`src/rtl/io_out_port_if.sv`:
```
// Bus bundle for io_out_port: processor-side byte handshake, interrupt,
// device-side FIFO drain and the occupancy / debug taps.
//
// Handshake semantics on this bundle:
//   Processor side is four-phase: the processor raises hs_out with bus_out
//   stable, the port raises hs_in once the byte is captured, the processor
//   drops hs_out, and the port drops hs_in. Device side is strict
//   valid/ready: dev_data transfers on every rising edge where dev_valid and
//   dev_ready are both 1. dev_valid never depends on dev_ready.
//   dev_data and dev_valid stay stable until that transfer happens.
interface io_out_port_if #(
  parameter int AW = 3
) ();
  logic [7:0]  bus_out;
  logic        hs_out;
  logic        hs_in;
  logic        ext_int;
  logic [7:0]  dev_data;
  logic        dev_valid;
  logic        dev_ready;
  logic [AW:0] level;
  logic [1:0]  fsm_state;   // debug tap: 0=ARM, 1=IDLE, 2=ACK

  // The port itself
  modport slave (
    input  bus_out, hs_out, dev_ready,
    output hs_in, ext_int, dev_data, dev_valid, level, fsm_state
  );

  // Processor plus device (the environment around the port)
  modport master (
    output bus_out, hs_out, dev_ready,
    input  hs_in, ext_int, dev_data, dev_valid, level, fsm_state
  );
endinterface

```
`src/rtl/io_out_port.sv`:
```
// io_out_port: output-side I/O port on the processor byte bus.
// Captures bytes from a four-phase handshake into a first-word-fall-through
// FIFO, drains them to a device over valid/ready, and pulses ext_int when
// the occupancy climbs to the high-water mark.
// The interface instance must use the same AW as this module.
module io_out_port #(
  parameter int DEPTH = 8,   // power of two, >= 2
  parameter int AW    = 3,   // log2(DEPTH)
  parameter int HWM   = 6    // 1..DEPTH
) (
  input  logic          g_clk,
  input  logic          g_clr,
  io_out_port_if.slave  bus
);

  typedef enum logic [1:0] {
    ARM  = 2'd0,   // wait for hs_out low so a request held over reset is ignored
    IDLE = 2'd1,   // wait for a request
    ACK  = 2'd2    // byte captured, hold hs_in until hs_out drops
  } state_t;

  localparam logic [AW:0] FULL_LVL = (AW+1)'(DEPTH);
  localparam logic [AW:0] HWM_LVL  = (AW+1)'(HWM);
  localparam logic [AW:0] HWM_PRE  = (AW+1)'(HWM - 1);

  state_t          state;
  state_t          state_nxt;
  logic            hs_in_q;
  logic            hs_in_nxt;
  logic            ext_int_q;

  logic [7:0]      mem [DEPTH];
  logic [AW-1:0]   wr_ptr;
  logic [AW-1:0]   rd_ptr;
  logic [AW:0]     level;
  logic [AW:0]     level_nxt;

  logic            full;
  logic            pop;
  logic            push;

  // FIFO status; a pop in the same cycle frees a slot for a capture
  assign full = (level == FULL_LVL);
  assign pop  = (level != '0) && bus.dev_ready;

  // Handshake FSM next state, acknowledge and push decision
  always_comb begin
    state_nxt = state;
    hs_in_nxt = 1'b0;
    push      = 1'b0;
    case (state)
      ARM: begin
        if (!bus.hs_out) begin
          state_nxt = IDLE;
        end
      end
      IDLE: begin
        if (bus.hs_out && (!full || pop)) begin
          push      = 1'b1;
          hs_in_nxt = 1'b1;
          state_nxt = ACK;
        end
      end
      ACK: begin
        hs_in_nxt = 1'b1;
        if (!bus.hs_out) begin
          hs_in_nxt = 1'b0;
          state_nxt = IDLE;
        end
      end
      default: begin
        state_nxt = ARM;
      end
    endcase
  end

  // Handshake FSM state and acknowledge registers
  always_ff @(posedge g_clk or posedge g_clr) begin
    if (g_clr) begin
      state   <= ARM;
      hs_in_q <= 1'b0;
    end else begin
      state   <= state_nxt;
      hs_in_q <= hs_in_nxt;
    end
  end

  // Occupancy after this edge; push and pop together cancel out
  always_comb begin
    level_nxt = level;
    if (push && !pop) begin
      level_nxt = level + 1'b1;
    end else if (pop && !push) begin
      level_nxt = level - 1'b1;
    end
  end

  // FIFO pointers, occupancy and the high-water interrupt
  always_ff @(posedge g_clk or posedge g_clr) begin
    if (g_clr) begin
      wr_ptr    <= '0;
      rd_ptr    <= '0;
      level     <= '0;
      ext_int_q <= 1'b0;
    end else begin
      if (push) begin
        wr_ptr <= wr_ptr + 1'b1;
      end
      if (pop) begin
        rd_ptr <= rd_ptr + 1'b1;
      end
      level     <= level_nxt;
      // Only an upward crossing fires, so the pulse re-arms once level
      // has dropped below HWM and climbs back.
      ext_int_q <= (level == HWM_PRE) && (level_nxt == HWM_LVL);
    end
  end

  // FIFO storage; contents need no reset, occupancy guards every read
  always_ff @(posedge g_clk) begin
    if (push) begin
      mem[wr_ptr] <= bus.bus_out;
    end
  end

  assign bus.hs_in     = hs_in_q;
  assign bus.ext_int   = ext_int_q;
  assign bus.dev_data  = mem[rd_ptr];
  assign bus.dev_valid = (level != '0);
  assign bus.level     = level;
  assign bus.fsm_state = state;

endmodule

```
`src/flat_wrapper.sv`:
```
// flat-port wrapper written by rule: the top's interface ports become plain ports
module io_out_port_flat 
#(
  parameter int DEPTH = 8,                        
  parameter int AW    = 3,                 
  parameter int HWM   = 6               
)
  (g_clk, g_clr, bus_bus_out, bus_hs_out, bus_dev_ready, bus_hs_in, bus_ext_int, bus_dev_data, bus_dev_valid, bus_level, bus_fsm_state);
  io_out_port_if #(.AW(AW)) bus_i ();
  input  logic g_clk;
  input  logic g_clr;
  input wire logic [$bits(bus_i.bus_out)-1:0] bus_bus_out;
  input wire logic [$bits(bus_i.hs_out)-1:0] bus_hs_out;
  input wire logic [$bits(bus_i.dev_ready)-1:0] bus_dev_ready;
  output wire logic [$bits(bus_i.hs_in)-1:0] bus_hs_in;
  output wire logic [$bits(bus_i.ext_int)-1:0] bus_ext_int;
  output wire logic [$bits(bus_i.dev_data)-1:0] bus_dev_data;
  output wire logic [$bits(bus_i.dev_valid)-1:0] bus_dev_valid;
  output wire logic [$bits(bus_i.level)-1:0] bus_level;
  output wire logic [$bits(bus_i.fsm_state)-1:0] bus_fsm_state;
  assign bus_i.bus_out = bus_bus_out;
  assign bus_i.hs_out = bus_hs_out;
  assign bus_i.dev_ready = bus_dev_ready;
  assign bus_hs_in = bus_i.hs_in;
  assign bus_ext_int = bus_i.ext_int;
  assign bus_dev_data = bus_i.dev_data;
  assign bus_dev_valid = bus_i.dev_valid;
  assign bus_level = bus_i.level;
  assign bus_fsm_state = bus_i.fsm_state;
  io_out_port #(.DEPTH(DEPTH), .AW(AW), .HWM(HWM)) u_core (.g_clk(g_clk), .g_clr(g_clr), .bus(bus_i));
endmodule
```
`config.mk`:
```
export PLATFORM = sky130hd
export DESIGN_NAME = io_out_port_flat
export DESIGN_NICKNAME = d
export VERILOG_FILES = /design/src/rtl/io_out_port_if.sv /design/src/rtl/io_out_port.sv /design/src/flat_wrapper.sv
export SDC_FILE = /design/constraint.sdc
export NUM_CORES = 1
export LEC_CHECK = 0
export ABC_AREA = 1
export BUFFER_PORTS_ARGS = -buffer_cell sky130_fd_sc_hd__buf_2
export CAP_MARGIN = 20
export CELL_PAD_IN_SITES_DETAIL_PLACEMENT = 0
export CELL_PAD_IN_SITES_GLOBAL_PLACEMENT = 1
export CORE_ASPECT_RATIO = 0.9
export CORE_MARGIN = 1.5
export CORE_UTILIZATION = 43
export DETAILED_ROUTE_END_ITERATION = 10
export PLACE_DENSITY = 0.81
export RECOVER_POWER = 50
export SYNTH_ARGS = -nofsm -noshare
export SYNTH_HDL_FRONTEND = slang
export SYNTH_SLANG_ARGS = --single-unit
export TNS_END_PERCENT = 20
```
`constraint.sdc`:
```
create_clock -name g_clk -period 2.2 [get_ports g_clk]
set_input_delay 0.22 -clock g_clk [delete_from_list [all_inputs] [get_ports g_clk]]
set_output_delay 0.22 -clock g_clk [all_outputs]
set_load 0.01 [all_outputs]
```
Word level (Yosys, flattened, before mapping)
Memory sizes are Yosys's and may differ from the RTL's. Index checks and enable logic that the tools add are counted.

Register bits after elaboration: 14. RAM bits: 64. Memories: 1.

Memory list: u_core.mem (words 8, bits a word 8, read ports 1, clocked after Yosys merged registers in 0, write ports 1, RTL line io_out_port.sv:32) `logic [7:0] mem [DEPTH];`.

Add/subtract/negate cells: 4. Eq/ne operators: 7. Mux-type cells: 11. Reduce and logical (&&, ||, !) cells: 13.

Operators by type and width (number): 4-bit by 3-bit == test with 1-bit output, second input constant (2); 4-bit 2-to-1 mux (2); 3-bit by 1-bit adder with 3-bit output, second input constant (2); 1-bit logical AND (5); 1-bit 2-to-1 mux (5); 4-bit by 1-bit adder with 4-bit output, second input constant (1); 4-bit == test, second input constant (1); 2-bit 2-to-1 mux (2); 2-bit one-hot mux with 2 select lines (1); 4-bit nonzero test (1); 4-bit by 1-bit subtractor with 4-bit output, second input constant (1); 1-bit zero test (3); 2-bit by 1-bit == test with 1-bit output, second input constant (1); 2-bit == test, second input constant (1); 2-bit zero test (1); 2-bit by 1-bit inequality test with 1-bit output, second input constant (1); 2-bit inequality test, second input constant (1); 1-bit one-hot mux with 2 select lines (1); 2-bit AND reduction (1); 2-bit OR reduction (1); 1-bit logical OR (1).

Longest topological paths before layout
Gate-level depths: netlist of the first run.

Word-level depth: 12. Depth in mapped cells: 11.

Least setup slack after synthesis of the first run
No wires, ideal clock.

Path type: flip-flop to flip-flop. From: register u_core.level[0] (netlist: u_core.bus.level[0]). To: memory u_core.mem[4][0], enable pin. Arrival: 1.749 ns. Setup slack: 0.081 ns. Stages on the path, launching flop included: 9. Clock period less this slack: 2.119 ns. Path through: dfrtp_1 inv_1 ha_1 inv_1 nor2_2 nand2_4 nand3_2 or2_1 nor2_1.

Word-level cells in the longest chain between the ends: 8.

Ends and longest elaborated chain: from (decl) (RTL line io_out_port.sv:35) `logic [AW:0] level;`; from (signal assigned) (RTL line io_out_port.sv:112) `level <= level_nxt;`; 4-bit == test or 4-bit nonzero test (tied branches) (RTL line io_out_port.sv:43, io_out_port.sv:44); 1-bit zero test or 1-bit logical AND (tied branches) (RTL line io_out_port.sv:58, io_out_port.sv:44); 1-bit logical OR * (RTL line io_out_port.sv:58) `if (bus.hs_out && (!full || pop)) begin`; 1-bit logical AND * (RTL line io_out_port.sv:58); 1-bit 2-to-1 mux * (RTL line io_out_port.sv:58); 1-bit 2-to-1 mux * (RTL line io_out_port.sv:51) `case (state)`; 1-bit 2-to-1 mux * (RTL line io_out_port.sv:121) `if (push) begin`; 1-bit 2-to-1 mux (implied by the code) * (RTL line io_out_port.sv:122) `mem[wr_ptr] <= bus.bus_out;`; to (decl) (RTL line io_out_port.sv:32).

Mark *: on every way between the ends. The rest lies on a longest branch, timed or not.

Worst setup path after layout of the first run
From: register u_core.rd_ptr[0]. To: output port bus_dev_data[5].

Word-level cells in the longest chain between the ends: 1.

Ends and longest elaborated chain: from (decl) (RTL line io_out_port.sv:34) `logic [AW-1:0] rd_ptr;`; from (signal assigned) (RTL line io_out_port.sv:110) `rd_ptr <= rd_ptr + 1'b1;`; memory read 8 x 8 bit; to (decl) (RTL line flat_wrapper.sv:17) `output wire logic [$bits(bus_i.dev_data)-1:0] bus_dev_data;`.

No other way between the ends.

==> results of run 1 <==
[per-stage QoR]
step | hold WS (ns) | setup WS (ns) | util (%)
4_1_cts | 0.178 | 0.0688 | 51.9
3_3_place_gp | 0.307 | 0.177 | 49.0
2_1_floorplan | 0.109 | 0.0808 | -
5_1_grt | 0.182 | 0.00211 | 52.3
6_report | 0.187 | 0.123 | 52.3
3_5_place_dp | 0.318 | 0.141 | 49.0
[layer usage]
metal  global-route usage, %  part of all wire, %  vias to the layer above
li1                        -                    -                     1124
met5                       0                    0                        -
met1                    25.0                   46                     1047
met2                    26.5                   46                       75
met4                    6.10                 0.72                        0
met3                    5.43                  7.6                        4
[path summary, 6_finish.rpt]
path,startpoint,end,slack (ns),cells past startpoint
setup / recovery,u_core.rd_ptr[0],bus_dev_data[5],0.12,5
min in group asynchronous,g_clr,u_core.bus.ext_int,0.48,3
max in group asynchronous,g_clr,u_core.bus.level[0],1.30,3
hold reg to reg,u_core.wr_ptr[0],u_core.wr_ptr[0],0.55,2
setup reg to reg,u_core.bus.level[0],u_core.mem[0][4],0.19,9
hold / removal,bus_hs_out,u_core.bus.hs_in,0.19,3
[area by class of cell]
class | count | area, um^2
Clock buffer | 9 | 124
Clock inverter | 6 | 87.6
Fill cell | 713 | 3650
Inverter | 20 | 78.8
Multi-Input combinational cell | 190 | 1050
Sequential cell | 78 | 2270
Tap cell | 96 | 120
Timing Repair Buffer | 46 | 269
[repair_timing]
action,CTS,global route
setup buffers,0,4
resized for setup,0,6
endpoints found under the hold margin,14,0
hold buffers,1,0
endpoints found under the setup margin,0,31
[kinds of logic (layout without fill, tap and decap cells)]
logic type | count (synthesis) | after routing | synth area share [%]
AOI/OAI and AO/OA | 58 | 58 | 9.76
xor gates and xnor gates | 6 | 6 | 1.52
adders and majority gates | 11 | 11 | 3.99
buffers and inverters | 30 | 81 | 3.74
DFF | 78 | 78 | 65.9
and+or+nand+nor | 115 | 115 | 15.1
[power groups by stage]
| stage | logic (mW) | registers [mW] | clock network [mW] |
|---|---|---|---|
| final | 2.11 | 1.93 | 1.14 |
| after global routing | 2.38 | 1.95 | 1.22 |
| after CTS | 2.05 | 1.91 | 1.16 |
| after detailed placement | 2.03 | 1.94 | 0 |
| after global placement | 2.03 | 1.93 | 0 |
| after floorplan | 1.38 | 1.96 | 0 |
[cell usage in the layout, fill, tap and decap left out, types with 5 or more instances in the layout]
cell	instances
a31oi_1	8
buf_2	14
buf_4	15
clkbuf_1	15
clkbuf_8	9
dfrtp_1	13
edfxtp_1	64
ha_1	11
inv_1	14
nand2_1	25
nand3_1	7
nor2_1	68
o21ai_0	34
o22ai_1	8
xor2_1	5
[worst register-to-register path, stage by stage (launching register included)]
cell and delay, ns:
dfrtp_2 0.42, inv_1 0.11, ha_1 0.25, inv_1 0.08
nor2_2 0.05, nand2_4 0.08, nand3_2 0.11, or2_1 0.32
nor2_1 0.12, buf_4 0.18
[state kept, by name, summed over array words and instances (netlist names)]
| name | flops |
|---|---|
| u_core.bus.fsm_state | 2 |
| u_core.wr_ptr | 3 |
| u_core.rd_ptr | 3 |
| u_core.bus.level | 4 |
| u_core.mem | 64 |
| u_core.bus.hs_in | 1 |
| u_core.bus.ext_int | 1 |
==> impl_metrics.ini, run 1 <==
[worst_setup_path]
critical_path_buf_inv_count = 3
critical_path.endpoint_type = output port
timing_worst_setup_path_type = reg2out
max_stage_delay_ns = 0.45
crit_slowest_cell = dfrtp_1
cells_along_the_critical_path = clkinvlp_4 -> buf_4 -> o21ai_0 -> a31oi_1 -> buf_2
worst_path_dominant_cell_family = buffers and inverters
critical_path_arrival_ns = 1.86
cp.required_ns = 1.98
setup.worst_path.start_class = flip-flop
critical_path.max_fanout = 17

[final_layout]
drive_gt1_share_pct = 19.2
final_nets = 368
syn2layout_area_growth_pct = 16.2
final_area_um2 = 4010
n_antenna_cell = 0
final_cells = 445

[detailed_routing]
detail_route.wirelength_mm = 7.11
via_density_per_instance = 5.06
dr.pass1.iters = 4
dr_total_vias = 2250
initialDrtViolationCount = 151
drcViolationCount = 0
antenna_left = 0
avg_wl_per_cell_um = 16.0

[timing]
setup_viol = 0
worst_slew_pin_slew_ns = 0.597
final.period_utilization_pct = 94.4
setup_skew_ns = 0.00683
finalSetupTns_ns = 0
slew-limit-headroom_pct = 60.2
post-route-min-period_ns = 2.08
grt_setup_unrepaired = no
timing.final.max_slew_violations = 0
hold_violations = 0
max_clock_freq_mhz = 481

[flow_run]
max-cap-violations = 0

[floorplan]
die_w_um = 97.4
std_cell_rows = 30
initial_core_util_pct = 45.0
fp.dieArea_um2 = 8570
floorplan.core_area_um2 = 7660
die_height_um = 88.0
top_level_ports = 29

[power]
sequentialPowerShare_pct = 37.2
intPower_mw = 3.20
power.clock.fraction_pct = 22.0
power.switching_mw = 1.98
vdd.ir_drop.worst_v = 0.000663
power.combinational.fraction_pct = 40.7
leakage_nw = 1.55
power_mw = 5.17
power_density_nw_per_um2 = 1290
netSwitchingFraction_pct = 38.2

[yosys]
synthesis.area_per_instance_um2 = 11.6
synth.top_cells.by_area = edfxtp_1 56%, dfrtp_1 10%, nor2_1 7.4%
number_of_enable_type_register_cells_in_the_synthesized_netlist = 64
ys_async_sr_fraction_pct = 17.9
yosys_warnings = 0
synthDominantAreaCellType = edfxtp_1
synthesis.nets = 321
most_common_flop_cell_mapped_by_yosys = edfxtp_1
synth_top_area_share_pct = 55.7
synthesis_stage_register_bit_count = 78
synthCells = 298
synth.cell_area_um2 = 3450
ys_seq_area_share_pct = 65.9
synth.most_common_cell = nor2_1
synth_cell_type_count = 31
post_synth_most_frequent_cells = 68 x nor2_1, 64 x edfxtp_1, 34 x o21ai_0, 25 x nand2_1, 15 x inv_1

[grt]
antenna_found_initial = 0
grt_pass1_wl_mm = 11.3
globalRouteTotalUtil_pct = 17.8
total_congestion_overflow = 0
grt_pass1_vias = 2200
grt_start_max_net_pins = 34

[hold_path]
hold_class = in2reg

[clock_network]
clkLatencyLatePin_ns = 0.35
clock-root-buffer = clkbuf_8
htree_num_levels = 3
tritoncts.num_buffers = 9
clkSlewWorstSetupHoldPaths_ns = 0.08
clockBufferDepth = 2
cts_tree = done
clk_sink_count = 78

[place]
post_dp_cell_area_um2 = 3750
place.port_buffers = 28
finalWeightedCongestion = 0.841
placedCellCount = 425
detailed_place_hpwl_mm = 4.85

[status]
run_status = complete, no violations
Note: power is estimated with default switching activity, not from simulation.
==> inputs of run 2 (changes only) <==
==> constraint.sdc (replaced) <==
create_clock -name g_clk -period 2.2 [get_ports g_clk]
set_input_delay 0.44 -clock g_clk [delete_from_list [all_inputs] [get_ports g_clk]]
set_output_delay 0.44 -clock g_clk [all_outputs]
set_load 0.01 [all_outputs]
==> impl_metrics.ini, run 2 (synthesis results as in run 1) <==
[grt]
globalRouteTotalUtil_pct = 17.8
total_congestion_overflow = 0
grt_pass1_wl_mm = 11.4
grt_pass1_vias = 2189
antenna_found_initial = 0
grt_start_max_net_pins = 34

[power]
vdd.ir_drop.worst_v = 0.000457
leakage_nw = 1.55
power_density_nw_per_um2 = 1290
power_mw = 5.18

[worst_setup_path]
setup.worst_path.start_class = flip-flop
cp.required_ns = 1.76
critical_path_arrival_ns = 1.78
regToRegSetupSlack_ns = 0.18
startpoint_of_the_worst_register_to_register_path = u_core.bus.level[0]
crit_slowest_cell = dfrtp_2
max_stage_delay_ns = 0.44
cells_along_the_critical_path = clkinvlp_4 -> buf_4 -> o21ai_0 -> a31oi_1 -> buf_2
reg2reg_to = u_core.mem[6][0]
critPathLaunch = u_core.rd_ptr[0]
critical_path.max_fanout = 16
reg2reg_depth = 9
timing_worst_setup_path_type = reg2out
critical_path.endpoint_type = output port

[place]
worst_setup_timing_slack_at_the_placement_stage_ns = 0.171
detailed_place_hpwl_mm = 4.76
placedCellCount = 427
place.port_buffers = 28
finalWeightedCongestion = 0.799
post_dp_cell_area_um2 = 3770

[clock_network]
htree_num_levels = 3
tritoncts.num_buffers = 9
clkLatencyLatePin_ns = 0.35
clk_sink_count = 78
clockBufferDepth = 2
cts_tree = done
clock-root-buffer = clkbuf_8
cts_hold_buffers = 0
clkSlewWorstSetupHoldPaths_ns = 0.08

[timing]
slew-limit-headroom_pct = 61.2
timing.final.max_slew_violations = 0
finalSetupTns_ns = -0.0330
hold_violations = 0
max_clock_freq_mhz = 450
fin_hold_ws_ns = 0.132
setup_viol = 2
post-route-min-period_ns = 2.22
worst_slew_pin_slew_ns = 0.582
grt_setup_unrepaired = yes
final.setup.worst_slack_ns = -0.0221
setup_skew_ns = 0.0117
final.period_utilization_pct = 101

[final_layout]
multi_input_gate_area_in_the_final_layout_um2 = 1050
final_area_um2 = 4020
final_nets = 370
syn2layout_area_growth_pct = 16.4
largest_register_by_flop_count = u_core.mem
layout.cells.most_common = nor2_1
seq_area_um2 = 2270
most-common-layout-cells = 68 x nor2_1, 64 x edfxtp_1, 26 x nand2_1
largest_register_ff_count = 64
fillers = 696
final_core_utilization_pct = 52.4
layout_top_registers = u_core.mem (64), u_core.bus.level (4)
n_antenna_cell = 0
drive_gt1_share_pct = 21.6
final_cells = 448

[detailed_routing]
dr_total_vias = 2254
via_density_per_instance = 5.03
drcViolationCount = 0
avg_wl_per_cell_um = 15.7
antenna_left = 0
detail_route.wirelength_mm = 7.04
dr.pass1.iters = 6
initialDrtViolationCount = 201

[floorplan]
initial_core_util_pct = 45.0
std_cell_rows = 30
floorplan.core_area_um2 = 7660
fp.dieArea_um2 = 8570
die_w_um = 97.4
top_level_ports = 29
die_height_um = 88.0

[status]
run_status = complete, but fails checks
failed_checks = setup timing

[hold_path]
hold_class = in2async

[flow_run]
max-cap-violations = 0
run 2: cell types whose count changed in the layout (fill, tap and decap cells not counted), moves of 2 or more:
cell / previous run / this run
buf_2: 14 / 18
buf_6: 0 / 2
clkbuf_1: 15 / 11
clkinv_4: 2 / 0
clkinvlp_4: 1 / 4
inv_6: 0 / 2
o21ai_0: 34 / 25
o21ai_1: 1 / 10
run 2: how the worst max path moves through the flow:
stage	endpoint	slack, ns	depth (start not counted)
final	bus_dev_data[7]	-0.02	5
after global routing	bus_dev_data[1]	-0.14	6
after CTS	bus_dev_data[1]	-0.03	6
after detailed placement	u_core.mem[6][3]	0.17	9
after global placement	u_core.mem[6][6]	0.23	9
after floorplan	u_core.mem[4][0]	0.08	8
run 2: area by class of cell:
type                       count  share of cell area (%)
clock buffer                  10                    3.18
clock inverter                 6                    1.68
inverter                      20                    2.06
multi-input combinational    190                    26.1
sequential                    78                    56.7
tap                           96                    2.99
timing repair buffer          47                    7.23
timing repair inverter         1                   0.125
run 2: layer usage:
| metal | track usage, % | wire, um |
|---|---|---|
| met5 | 0 | 0 |
| met4 | 7.53 | 121 |
| met3 | 4.07 | 244 |
| met2 | 25.8 | 3160 |
| met1 | 25.9 | 3510 |
run 2: power by group:
part | switching (mW) | total, mW | leakage (nW) | internal, mW
clock | 0.526 | 1.06 | 0.0933 | 0.530
combinational | 1.35 | 2.19 | 0.709 | 0.835
sequential | 0.156 | 1.94 | 0.745 | 1.79
run 2: repair_timing:
| action | CTS | global route |
|---|---|---|
| pin swaps | 0 | 2 |
| endpoints found under the setup margin | 8 | 8 |
| buffers inserted | 3 | 1 |
| gates resized for setup | 10 | 9 |
| gates cloned | 1 | 0 |
run 2: worst max-delay path, delay by kind of cell (launching register included):
kind / cells / cell delay, ns
AOI/OAI and AO/OA: 2 / 0.37
buffers and inverters: 3 / 0.62
DFF: 1 / 0.44
==> inputs of run 3 (changes only) <==
Settings changed: CORE_ASPECT_RATIO 0.9 to default, CTS_CLUSTER_SIZE from default to 28.
==> impl_metrics.ini, run 3 (synthesis results as in run 1) <==
[floorplan]
top_level_ports = 29
die_height_um = 92.6
fp.dieArea_um2 = 8570
die_w_um = 92.6
floorplan.core_area_um2 = 7730
std_cell_rows = 32
initial_core_util_pct = 44.6

[timing]
grt_setup_unrepaired = yes
post-route-min-period_ns = 2.17
setup_skew_ns = 0.0109
fin_hold_ws_ns = 0.145
finalSetupTns_ns = 0
slew-limit-headroom_pct = 59.5
setup_viol = 0
final.period_utilization_pct = 98.7
timing.final.max_slew_violations = 0
hold_violations = 0
final.setup.worst_slack_ns = 0.0296
worst_slew_pin_slew_ns = 0.607
max_clock_freq_mhz = 461

[final_layout]
final_cells = 456
final_nets = 373
syn2layout_area_growth_pct = 21.0
fillers = 670
layout.cells.most_common = edfxtp_1
largest_register_ff_count = 64
n_antenna_cell = 0
layout_top_registers = u_core.mem (64), u_core.bus.level (4)
drive_gt1_share_pct = 26.8
largest_register_by_flop_count = u_core.mem
final_area_um2 = 4170
most-common-layout-cells = 64 x edfxtp_1, 62 x nor2_1, 25 x nand2_1
final_core_utilization_pct = 54.0

[worst_setup_path]
cp.required_ns = 1.76
worst_path_dominant_cell_family = buffers and inverters
path_common_cell = buf_12
critical_path_buf_inv_count = 5
critical_path_arrival_ns = 1.73
critical_path.max_fanout = 8
crit_slowest_cell = dfrtp_2
timing_worst_setup_path_type = reg2out
setup.worst_path.start_class = flip-flop
max_stage_delay_ns = 0.45
cells_along_the_critical_path = inv_4 -> buf_12 -> buf_12 -> buf_4 -> o21ai_2 -> a31oi_1 -> buf_2
critical_path.endpoint_type = output port
regToRegSetupSlack_ns = 0.18

[hold_path]
hold_class = in2async

[power]
power_density_nw_per_um2 = 1320
power.switching_mw = 2.14
power.combinational.fraction_pct = 45.7
sequentialPowerShare_pct = 35.4
power_mw = 5.50
leakage_nw = 1.62
vdd.ir_drop.worst_v = 0.000500
power.clock.fraction_pct = 18.9
intPower_mw = 3.36
netSwitchingFraction_pct = 38.9

[detailed_routing]
via_density_per_instance = 5.14
dr_total_vias = 2345
detail_route.wirelength_mm = 7.35
antenna_left = 0
drcViolationCount = 0
avg_wl_per_cell_um = 16.1
dr.pass1.iters = 5
initialDrtViolationCount = 204

[clock_network]
clkLatencyLatePin_ns = 0.36
clk_sink_count = 78
clock-root-buffer = clkbuf_8
clkSlewWorstSetupHoldPaths_ns = 0.08
clockBufferDepth = 2
htree_num_levels = 3
cts_tree = done
tritoncts.num_buffers = 9

[place]
post_dp_cell_area_um2 = 3790
place.port_buffers = 28
worst_setup_timing_slack_at_the_placement_stage_ns = 0.148
detailed_place_hpwl_mm = 4.57
placedCellCount = 431
finalWeightedCongestion = 0.792

[grt]
grt_pass1_wl_mm = 11.3
grt_start_max_net_pins = 34
antenna_found_initial = 0
grt_pass1_vias = 2210
globalRouteTotalUtil_pct = 18.0
total_congestion_overflow = 0

[flow_run]
max-cap-violations = 0

[status]
run_status = complete, no violations
run 3: worst reg2reg max path: stages (launching register included):
cell     delay [ns]
dfrtp_2        0.42
inv_1          0.11
ha_1           0.25
inv_1          0.08
nor2_2         0.05
nand2_4        0.09
nand3_2        0.11
or2_1          0.31
nor2_1         0.13
buf_4          0.19
run 3: per-layer routing:
layer / global-route usage, % / vias to the layer above / share of wire, %
li1: - / 1133 / -
met1: 26.8 / 1122 / 47
met2: 24.8 / 75 / 44
met3: 4.76 / 15 / 6.8
met4: 7.82 / 0 / 2.0
met5: 0 / - / 0
run 3: area by class of cell:
type | count | area (um^2) | area share (%)
sequential | 78 | 2280 | 54.5
multi-input combinational | 190 | 1110 | 26.7
timing repair buffer | 51 | 389 | 9.32
tap | 102 | 128 | 3.06
clock buffer | 9 | 124 | 2.97
inverter | 20 | 81.3 | 1.95
clock inverter | 6 | 62.6 | 1.50
run 3: path summary, 6_finish.rpt:
path | from | end | depth (start not counted)
worst max register to register | u_core.bus.level[0] | u_core.mem[6][4] | 9
min in group g_clk | bus_hs_out | u_core.bus.hs_in | 3
worst min-delay path | g_clr | u_core.rd_ptr[1] | 2
worst max-delay path | u_core.rd_ptr[0] | bus_dev_data[4] | 7
max in group asynchronous | g_clr | u_core.bus.level[1] | 2
worst min register to register | u_core.wr_ptr[0] | u_core.wr_ptr[0] | 2
run 3: power by group through the flow:
stage | Combinational, mW | Sequential [mW] | Clock [mW]
floorplan | 1.38 | 1.96 | 0
global placement | 2.08 | 1.94 | 0
detailed placement | 2.09 | 1.95 | 0
CTS | 2.21 | 1.92 | 1.06
global route | 2.78 | 1.97 | 1.13
finish | 2.51 | 1.94 | 1.04
run 3: repair_timing:
action,4_1_cts,5_1_grt
hold buffers,0,0
setup buffers,2,6
resized for setup,2,40
endpoints found under the setup margin,5,32
cloned,1,2
pin swaps,0,16
